**src/rtl/spi_slave_pkg.sv**
```systemverilog
// spi_slave_pkg: default field widths, chip-select polarity, opcodes and FSM state encoding
package spi_slave_pkg;
    localparam int CMD_BITS           = 8;
    localparam int ADDR_BITS          = 8;
    localparam int PAYLOAD_BITS       = 8;
    localparam int MASTER_FRAME_WIDTH = CMD_BITS + ADDR_BITS + PAYLOAD_BITS;
    localparam logic CS_ASSERT   = 1'b0;
    localparam logic CS_DEASSERT = 1'b1;
    localparam logic [7:0] CMD_WRITE = 8'h02;
    localparam logic [7:0] CMD_READ  = 8'h03;
    typedef enum logic [2:0] {
        IDLE    = 3'd0,
        COMMAND = 3'd1,
        ADDRESS = 3'd2,
        PAYLOAD = 3'd3,
        HOLD    = 3'd4
    } state_t;
endpackage

```
**src/rtl/spi_slave_sync_edge.sv**
```systemverilog
// spi_sync_edge: 2-flop synchronizer plus registered edge detect for one asynchronous pin
//   sysclk, rst : system clock, synchronous active-high reset
//   pin         : asynchronous input
//   level       : synchronized level (third registered copy)
//   rise, fall  : one-cycle pulses, aligned with level
module spi_sync_edge (
    input  logic sysclk,
    input  logic rst,
    input  logic pin,
    output logic level,
    output logic rise,
    output logic fall
);
    import spi_slave_pkg::*;
    logic s1, s2;
    always_ff @(posedge sysclk) begin
        if (rst) begin
            s1    <= 1'b0;
            s2    <= 1'b0;
            level <= 1'b0;
            rise  <= 1'b0;
            fall  <= 1'b0;
        end else begin
            s1    <= pin;
            s2    <= s1;
            level <= s2;
            rise  <= s2 & ~level;
            fall  <= ~s2 & level;
        end
    end
endmodule

```
**src/rtl/spi_slave.sv**
```systemverilog
// spi_slave: SPI mode 0 slave turning cmd/addr/payload frames into register-bus strobes
//   sysclk, rst               : system clock, synchronous active-high reset
//   cs, sclk, mosi            : asynchronous SPI pins (cs active low)
//   miso                      : serial read data to the master
//   wr_en, wr_addr, wr_data   : one-cycle write strobe with address/data
//   rd_en, rd_addr, rd_data   : one-cycle read request; rd_data valid the cycle after rd_en
//   busy                      : high while the FSM is out of IDLE
//   frame_err                 : one-cycle pulse on abort or unknown opcode
// SPI_SLAVE_READBACK_EN compiles in the READ opcode, rd_en/rd_addr and the miso path.
module spi_slave #(
    parameter int CMD_BITS     = spi_slave_pkg::CMD_BITS,
    parameter int ADDR_BITS    = spi_slave_pkg::ADDR_BITS,
    parameter int PAYLOAD_BITS = spi_slave_pkg::PAYLOAD_BITS
) (
    input  logic                    sysclk,
    input  logic                    rst,
    input  logic                    cs,
    input  logic                    sclk,
    input  logic                    mosi,
    output logic                    miso,
    output logic                    wr_en,
    output logic [ADDR_BITS-1:0]    wr_addr,
    output logic [PAYLOAD_BITS-1:0] wr_data,
    output logic                    rd_en,
    output logic [ADDR_BITS-1:0]    rd_addr,
    input  logic [PAYLOAD_BITS-1:0] rd_data,
    output logic                    busy,
    output logic                    frame_err
);
    import spi_slave_pkg::*;
    localparam int MAX_BITS = (CMD_BITS > ADDR_BITS)
        ? ((CMD_BITS > PAYLOAD_BITS) ? CMD_BITS : PAYLOAD_BITS)
        : ((ADDR_BITS > PAYLOAD_BITS) ? ADDR_BITS : PAYLOAD_BITS);
    localparam int CNT_W = $clog2(MAX_BITS);

    logic cs_level_unused, cs_rise, cs_fall;
    logic sclk_level_unused, sclk_rise, sclk_fall;
    logic mosi_lvl, mosi_rise_unused, mosi_fall_unused;

    spi_sync_edge u_cs (
        .sysclk(sysclk), .rst(rst), .pin(cs),
        .level(cs_level_unused), .rise(cs_rise), .fall(cs_fall)
    );
    spi_sync_edge u_sclk (
        .sysclk(sysclk), .rst(rst), .pin(sclk),
        .level(sclk_level_unused), .rise(sclk_rise), .fall(sclk_fall)
    );
    spi_sync_edge u_mosi (
        .sysclk(sysclk), .rst(rst), .pin(mosi),
        .level(mosi_lvl), .rise(mosi_rise_unused), .fall(mosi_fall_unused)
    );

    state_t state, state_nxt;
    logic [CNT_W-1:0]        cnt;
    logic [CMD_BITS-1:0]     cmd_q, cmd_nxt;
    logic [ADDR_BITS-1:0]    addr_q, addr_nxt;
    logic [PAYLOAD_BITS-1:0] data_q, data_nxt;
    logic cs_on, cs_off, field_last, step, in_field;
    logic wr_op, rd_op, rd_op_nxt, cmd_ok;
    logic wr_go, rd_go, err_go;

    assign cs_on      = CS_ASSERT ? cs_rise : cs_fall;
    assign cs_off     = CS_DEASSERT ? cs_rise : cs_fall;
    assign cmd_nxt    = {cmd_q[CMD_BITS-2:0], mosi_lvl};
    assign addr_nxt   = {addr_q[ADDR_BITS-2:0], mosi_lvl};
    assign data_nxt   = {data_q[PAYLOAD_BITS-2:0], mosi_lvl};
    assign in_field   = state inside {COMMAND, ADDRESS, PAYLOAD};
    assign field_last = cnt == CNT_W'(((state == COMMAND) ? CMD_BITS
                                     : (state == ADDRESS) ? ADDR_BITS : PAYLOAD_BITS) - 1);
    assign step       = sclk_rise & field_last;
    assign wr_op      = cmd_q == CMD_BITS'(CMD_WRITE);
    assign cmd_ok     = (cmd_nxt == CMD_BITS'(CMD_WRITE)) | rd_op_nxt;
    assign busy       = state != IDLE;

`ifdef SPI_SLAVE_READBACK_EN
    assign rd_op_nxt = cmd_nxt == CMD_BITS'(CMD_READ);
    assign rd_op     = cmd_q == CMD_BITS'(CMD_READ);
`else
    assign rd_op_nxt = 1'b0;
    assign rd_op     = 1'b0;
`endif

    always_ff @(posedge sysclk) begin
        if (rst) state <= IDLE;
        else     state <= state_nxt;
    end

    // A completing payload wins over a cs release seen in the same cycle.
    always_comb begin
        state_nxt = state;
        wr_go     = 1'b0;
        rd_go     = 1'b0;
        err_go    = 1'b0;
        case (state)
            IDLE: state_nxt = cs_on ? COMMAND : IDLE;
            COMMAND: begin
                if (cs_off) begin
                    state_nxt = IDLE;
                    err_go    = 1'b1;
                end else if (step) begin
                    state_nxt = cmd_ok ? ADDRESS : HOLD;
                    err_go    = ~cmd_ok;
                end
            end
            ADDRESS: begin
                if (cs_off) begin
                    state_nxt = IDLE;
                    err_go    = 1'b1;
                end else if (step) begin
                    state_nxt = PAYLOAD;
                    rd_go     = rd_op;
                end
            end
            PAYLOAD: begin
                if (step) begin
                    state_nxt = cs_off ? IDLE : HOLD;
                    wr_go     = wr_op;
                end else if (cs_off) begin
                    state_nxt = IDLE;
                    err_go    = 1'b1;
                end
            end
            HOLD:    state_nxt = cs_off ? IDLE : HOLD;
            default: state_nxt = IDLE;
        endcase
    end

    always_ff @(posedge sysclk) begin
        if (rst) begin
            cnt       <= '0;
            cmd_q     <= '0;
            addr_q    <= '0;
            data_q    <= '0;
            wr_en     <= 1'b0;
            wr_addr   <= '0;
            wr_data   <= '0;
            frame_err <= 1'b0;
        end else begin
            cnt       <= (state_nxt != state) ? '0 : cnt + CNT_W'(sclk_rise & in_field);
            cmd_q     <= (sclk_rise && state == COMMAND) ? cmd_nxt : cmd_q;
            addr_q    <= (sclk_rise && state == ADDRESS) ? addr_nxt : addr_q;
            data_q    <= (sclk_rise && state == PAYLOAD) ? data_nxt : data_q;
            wr_en     <= wr_go;
            wr_addr   <= wr_go ? addr_q : wr_addr;
            wr_data   <= wr_go ? data_nxt : wr_data;
            frame_err <= err_go;
        end
    end

`ifdef SPI_SLAVE_READBACK_EN
    logic                    rd_load, miso_q;
    logic [PAYLOAD_BITS-1:0] tx_q;
    // rd_data is sampled one cycle after rd_en; the sclk half-period bound
    // keeps this ahead of the first payload falling edge.
    always_ff @(posedge sysclk) begin
        if (rst) begin
            rd_en   <= 1'b0;
            rd_addr <= '0;
            rd_load <= 1'b0;
            tx_q    <= '0;
            miso_q  <= 1'b0;
        end else begin
            rd_en   <= rd_go;
            rd_addr <= rd_go ? addr_nxt : rd_addr;
            rd_load <= rd_en;
            tx_q    <= rd_load ? rd_data
                     : (state == PAYLOAD && sclk_fall && rd_op) ? {tx_q[PAYLOAD_BITS-2:0], 1'b0} : tx_q;
            miso_q  <= (state != PAYLOAD) ? 1'b0
                     : (sclk_fall && rd_op) ? tx_q[PAYLOAD_BITS-1] : miso_q;
        end
    end
    assign miso = miso_q & (state == PAYLOAD);
`else
    logic [PAYLOAD_BITS+1:0] readback_unused;
    assign readback_unused = {rd_go, sclk_fall, rd_data};
    assign miso    = 1'b0;
    assign rd_en   = 1'b0;
    assign rd_addr = '0;
`endif
endmodule

```
**config.mk**
```make
export PLATFORM = sky130hd
export DESIGN_NAME = spi_slave
export DESIGN_NICKNAME = d
export VERILOG_FILES = /design/src/rtl/spi_slave_pkg.sv /design/src/rtl/spi_slave_sync_edge.sv /design/src/rtl/spi_slave.sv
export SDC_FILE = /design/constraint.sdc
export NUM_CORES = 1
export LEC_CHECK = 0
export CAP_MARGIN = 40
export CORE_MARGIN = 2
export CORE_UTILIZATION = 45
export CTS_CLUSTER_SIZE = 12
export DETAILED_ROUTE_END_ITERATION = 10
export PLACE_DENSITY = 0.66
export SLEW_MARGIN = 20
export SYNTH_ARGS = -nofsm -noshare
export SYNTH_HDL_FRONTEND = slang
export SYNTH_SLANG_ARGS = --single-unit
```
**constraint.sdc**
```tcl
create_clock -name sysclk -period 4.37 [get_ports sysclk]
set_input_delay 0.437 -clock sysclk [delete_from_list [all_inputs] [get_ports sysclk]]
set_output_delay 0.437 -clock sysclk [all_outputs]
set_load 0.05 [all_outputs]
```
# Word level (Yosys, flattened, before mapping)
# Cells that the tools add are included.
# word_totals
elab_cells	63
in_bits	13
reg_bits	59
out_inout_bits	29
# classes
bitwise	9
reduce_logical	7
n_mux	17
addsub	1
eq_ne	8
# ops
op	count
$mux 3	8
$eq 8x2->1 const B	2
$pmux 3 s5	1
$mux 1	7
$eq 3x2->1 const B	2
$eq 3x3->1 const B	2
$reduce_bool 3->1	2
$and 1x1->1	5
$not 1->1	4
$add 3x1->3	1
$eq 3x1->1 const B	1
$logic_and 1x1->1	3
$logic_not 3->1	1
$ne 3x3->1	1
$pmux 1 s3	1
$reduce_or 2->1	1

# Depth between registers and ports, before layout
# depth
ltp_word	7
ltp_mapped	7
mapped_depth_nobuf	6

# Hierarchy
# Synthesis repeated with hierarchy kept, for this count alone.
# unflattened
cells_unflattened	226
area_unflattened_um2	2388.5
# by_module_without_submodules
module	instances	seq_area_each_um2	area_per_inst_um2	cells_per_inst
spi_slave	1	940.9	1986.9	196
spi_sync_edge	3	100.1	133.9	10

# Least setup slack after synthesis
# OpenSTA, ideal clock, no wires.
# synth_path
path_kind	flip-flop to flip-flop
start	register cmd_q[3]
end	register wr_addr[7]
arrival_time_ns	1.699
path_buffers	2
setup_time_ns	0.132
setup_slack_ns	2.539
period_less_slack_ns	1.831
t_required_ns	4.238
stages_incl_launch_ff	7
path_cell_list	dfxtp_1 -> or4_4 -> or4_1 -> buf_2 -> buf_6 -> o21ai_1 -> a21oi_1
# synth_between
elab_chain_cells	3
# synth_lines
item	line_no	source
start, declared	spi_slave.sv:55	logic [CMD_BITS-1:0] cmd_q, cmd_nxt;
start signal, assigned	spi_slave.sv:140	cmd_q <= (sclk_rise && state == COMMAND) ? cmd_nxt : cmd_q;
$eq 8x2->1	spi_slave.sv:71	assign wr_op = cmd_q == CMD_BITS'(CMD_WRITE);
$mux 1	spi_slave.sv:115	if (step) begin
$mux 1	spi_slave.sv:94	case (state)
end signal, assigned	spi_slave.sv:144	wr_addr <= wr_go ? addr_q : wr_addr;
end, declared	spi_slave.sv:22	output logic [ADDR_BITS-1:0] wr_addr,
# No other way between the ends.
# A chain may end at the register's enable or synchronous reset.

# Worst setup path in the final report
# layout_path
start	register state[1]
end	output port busy
# layout_between
elab_chain_cells	1
# layout_lines
item	line_no	source
start, declared	spi_slave.sv:53	state_t state, state_nxt;
start signal, assigned	spi_slave.sv:85	else state <= state_nxt;
$reduce_bool 3->1	spi_slave.sv:73	assign busy = state != IDLE;
end, declared	spi_slave.sv:27	output logic busy,
# No other way between the ends.

==> run_results.csv <==
group,metric,value,unit
outcome,status,"finished, final reports clean",
critical_path,worstSetupEndpointType,"output pin",
floorplanning,core-area,5042,um2
finish,drive_above_1_share,7.971,%
placement,port_buffers,23,
timing,rsz0062_at_grt,"no",
critical_path,max_stage_delay,790,ps
timing,finalSetupTns,0,ps
cts,cts_setup_buffers,0,
cts,cts.path.max_buffers,2,
finish,nets,288,
finish,fillers,478,
floorplanning,die_w,75.94,um
drt,remaining_drc_errors,0,
critical_path,arrival,1880,ps
cts,clkSinkCount,59,
synth,synthTopCellsByArea,"dfxtp_1, mux2i_1, a21oi_1, nand3_1, nand2_1",
drt,ant_nets,0,
global_route,grt_pass1_vias,1624,
floorplanning,ios,42,
power_and_ir_drop,power_density,382.4,nW/um2
power_and_ir_drop,leakage,1.009,nW
finish,areaGrowthSynthToFinish,17.95,%
synth,synth.top_cell.area_share,50.73,%
global_route,antenna_found_initial,0,
timing,period_needed,2314,ps
critical_path,critPathSlowestCell,"clkdlybuf4s50_1",
cts,cts_resized,0,
drt,dr.pass1.iters,4,
critical_path,critPathMaxFanout,14,
cts,cts_made_buffers,9,
timing,worst_pin_slew,838.1,ps
cts,insertion_delay,330,ps
timing,setup_violations,0,
synth,netlist_area,2328,um2
synth,synth-seq-area-share,50.73,%
critical_path,cp_top_family,"buffers and inverters",
cts,clk_pin_slew_worst_paths,60,ps
timing,relSlewSlack,43.71,%
floorplanning,fp.dieH,75.94,um
floorplanning,initial_utilization,46.18,%
synth,synth_area_leader_cell,"dfxtp_1",
power_and_ir_drop,ir_worst_vdd,0.1843,mV
critical_path,path_cells,"or3_1 -> clkdlybuf4s50_1",
timing,skew,8.752,ps
cts,cts-htree-levels,3,
synth,synth_seq_cells,59,
synth,netlist_instances,255,
cts,cts-root-buf,"clkbuf_8",
synth,synthFlopType,"dfxtp_1",
drt,avgRoutedWirePerCell,12.73,um
synth,synth_warnings,0,
floorplanning,placementRows,26,
critical_path,path_buf_inv,1,
timing,hold_violations,0,
global_route,grt_max_degree,39,
min_path,min_path_type,"flip-flop to flip-flop",
global_route,grtUsageTotal,15.79,%
synth,synth.avg_cell_area,9.131,um2
drt,viasPerCell,5.150,
critical_path,cp.required,3930,ps
global_route,grt_pass1_wl,7258,um
timing,fin_crit_sh,52.96,%
cts,cts_tree,"yes",
drt,routed_wl,4403,um
finish,diodes,0,
drt,vias,1782,
global_route,grt_overflow,0,
drt,drt_iter0_drc,101,
synth,synth-edff-count,0,
timing,maxSlewViolCount,0,
critical_path,path_class,"flip-flop to output pin",
flow_run,max_cap_violations,0,
synth,async_flop_share,0,%
cts,ctsHoldBuffers,0,
placement,gp_congestion,0.7958,
placement,dpl.hpwl,2788,um
critical_path,start_kind,"flip-flop",
timing,max_freq,432.1,MHz
synth,ys_types,40,
floorplanning,die_area,5766,um2
finish,utilization,54.47,%
==> Yosys cell counts (2+ instances only) <==
cell	number
a21oi_1	27
and3_1	4
buf_2	2
buf_4	10
clkbuf_1	15
dfxtp_1	59
ha_1	2
mux2i_1	15
nand2_1	21
nand2b_1	4
nand3_1	17
nor2_1	19
nor2b_1	12
nor3b_1	4
nor4_1	2
o21ai_0	6
o21ai_1	9
or3_1	5
==> metrics by stage <==
stage	power, mW	worst slack (ps)	hold slack, ps	instance area (um2)	instances
detailed placement	0.5951	2211	371.1	2554	331
CTS	1.057	2046	379.8	2735	345
finish	1.050	2056	379.5	2746	346
global route	1.081	1954	395.9	2746	346
global placement	0.5927	2195	371.2	2534	330
floorplan	0.5942	2539	367.4	2362	264
==> cells by family after synthesis <==
| family | share of synthesized area [%] |
|---|---|
| buffers and inverters | 6.716 |
| xor gates and xnor gates | 0.3762 |
| adders and majority gates | 1.075 |
| DFF | 50.73 |
| AOI/OAI and AO/OA | 12.09 |
| and+or+nand+nor | 22.41 |
| muxes | 6.448 |
| other | 0.1610 |
==> cell usage in the layout, fill, tap and decap left out, drive strengths merged, types with 2 or more instances in the layout <==
master and instances:
nand2 21, conb 10, ha 2, buf 5, nand2b 4, or3 5
mux2i 15, dfxtp 59, clkdlybuf4s50 22, clkbuf 11, nor2 19, o21ai 16
and3 4, clkinv 2, nand3 17, a21oi 27, nor3b 4, nor2b 12
nor4 3, or4 2
==> report_power, final <==
group          total [mW]  internal, mW  switching (mW)
logic              0.0390       0.00869          0.0303
clock network       0.467         0.271           0.196
registers           0.544         0.542         0.00223
==> registers in the layout (all words and copies together) (netlist names), 3 cells and up <==
| name | cells |
|---|---|
| addr_q | 8 |
| wr_addr | 8 |
| wr_data | 8 |
| cmd_q | 8 |
| cnt | 3 |
| state | 3 |
| data_q | 7 |
==> final timing paths <==
| kind | from | endpoint | slack [ps] | cells past startpoint |
|---|---|---|---|---|
| min | u_sclk.level | u_sclk.rise | 380 | 1 |
| max reg2reg | state[1] | wr_addr[1] | 2180 | 4 |
| max | state[1] | busy | 2060 | 2 |
| min reg2reg | u_sclk.level | u_sclk.rise | 380 | 1 |
==> layer usage <==
metal | up-vias | global-route usage [%] | share of wire (%)
li1 | 896 | - | -
met1 | 833 | 20.00 | 49
met5 | - | 0 | 0
met2 | 42 | 24.02 | 45
met3 | 11 | 3.810 | 4.0
met4 | 0 | 10.36 | 2.6
==> final cells by class <==
type                            instances  area, um2  share of cell area [%]
Sequential cell                        59       1181                   43.01
Multi-Input combinational cell        176       1025                   37.31
Timing Repair Buffer                   27      271.5                   9.886
Clock buffer                           11      141.4                   5.148
Tap cell                               70      87.58                   3.189
Clock inverter                          3      40.04                   1.458
(Power assumes the default switching activity.)
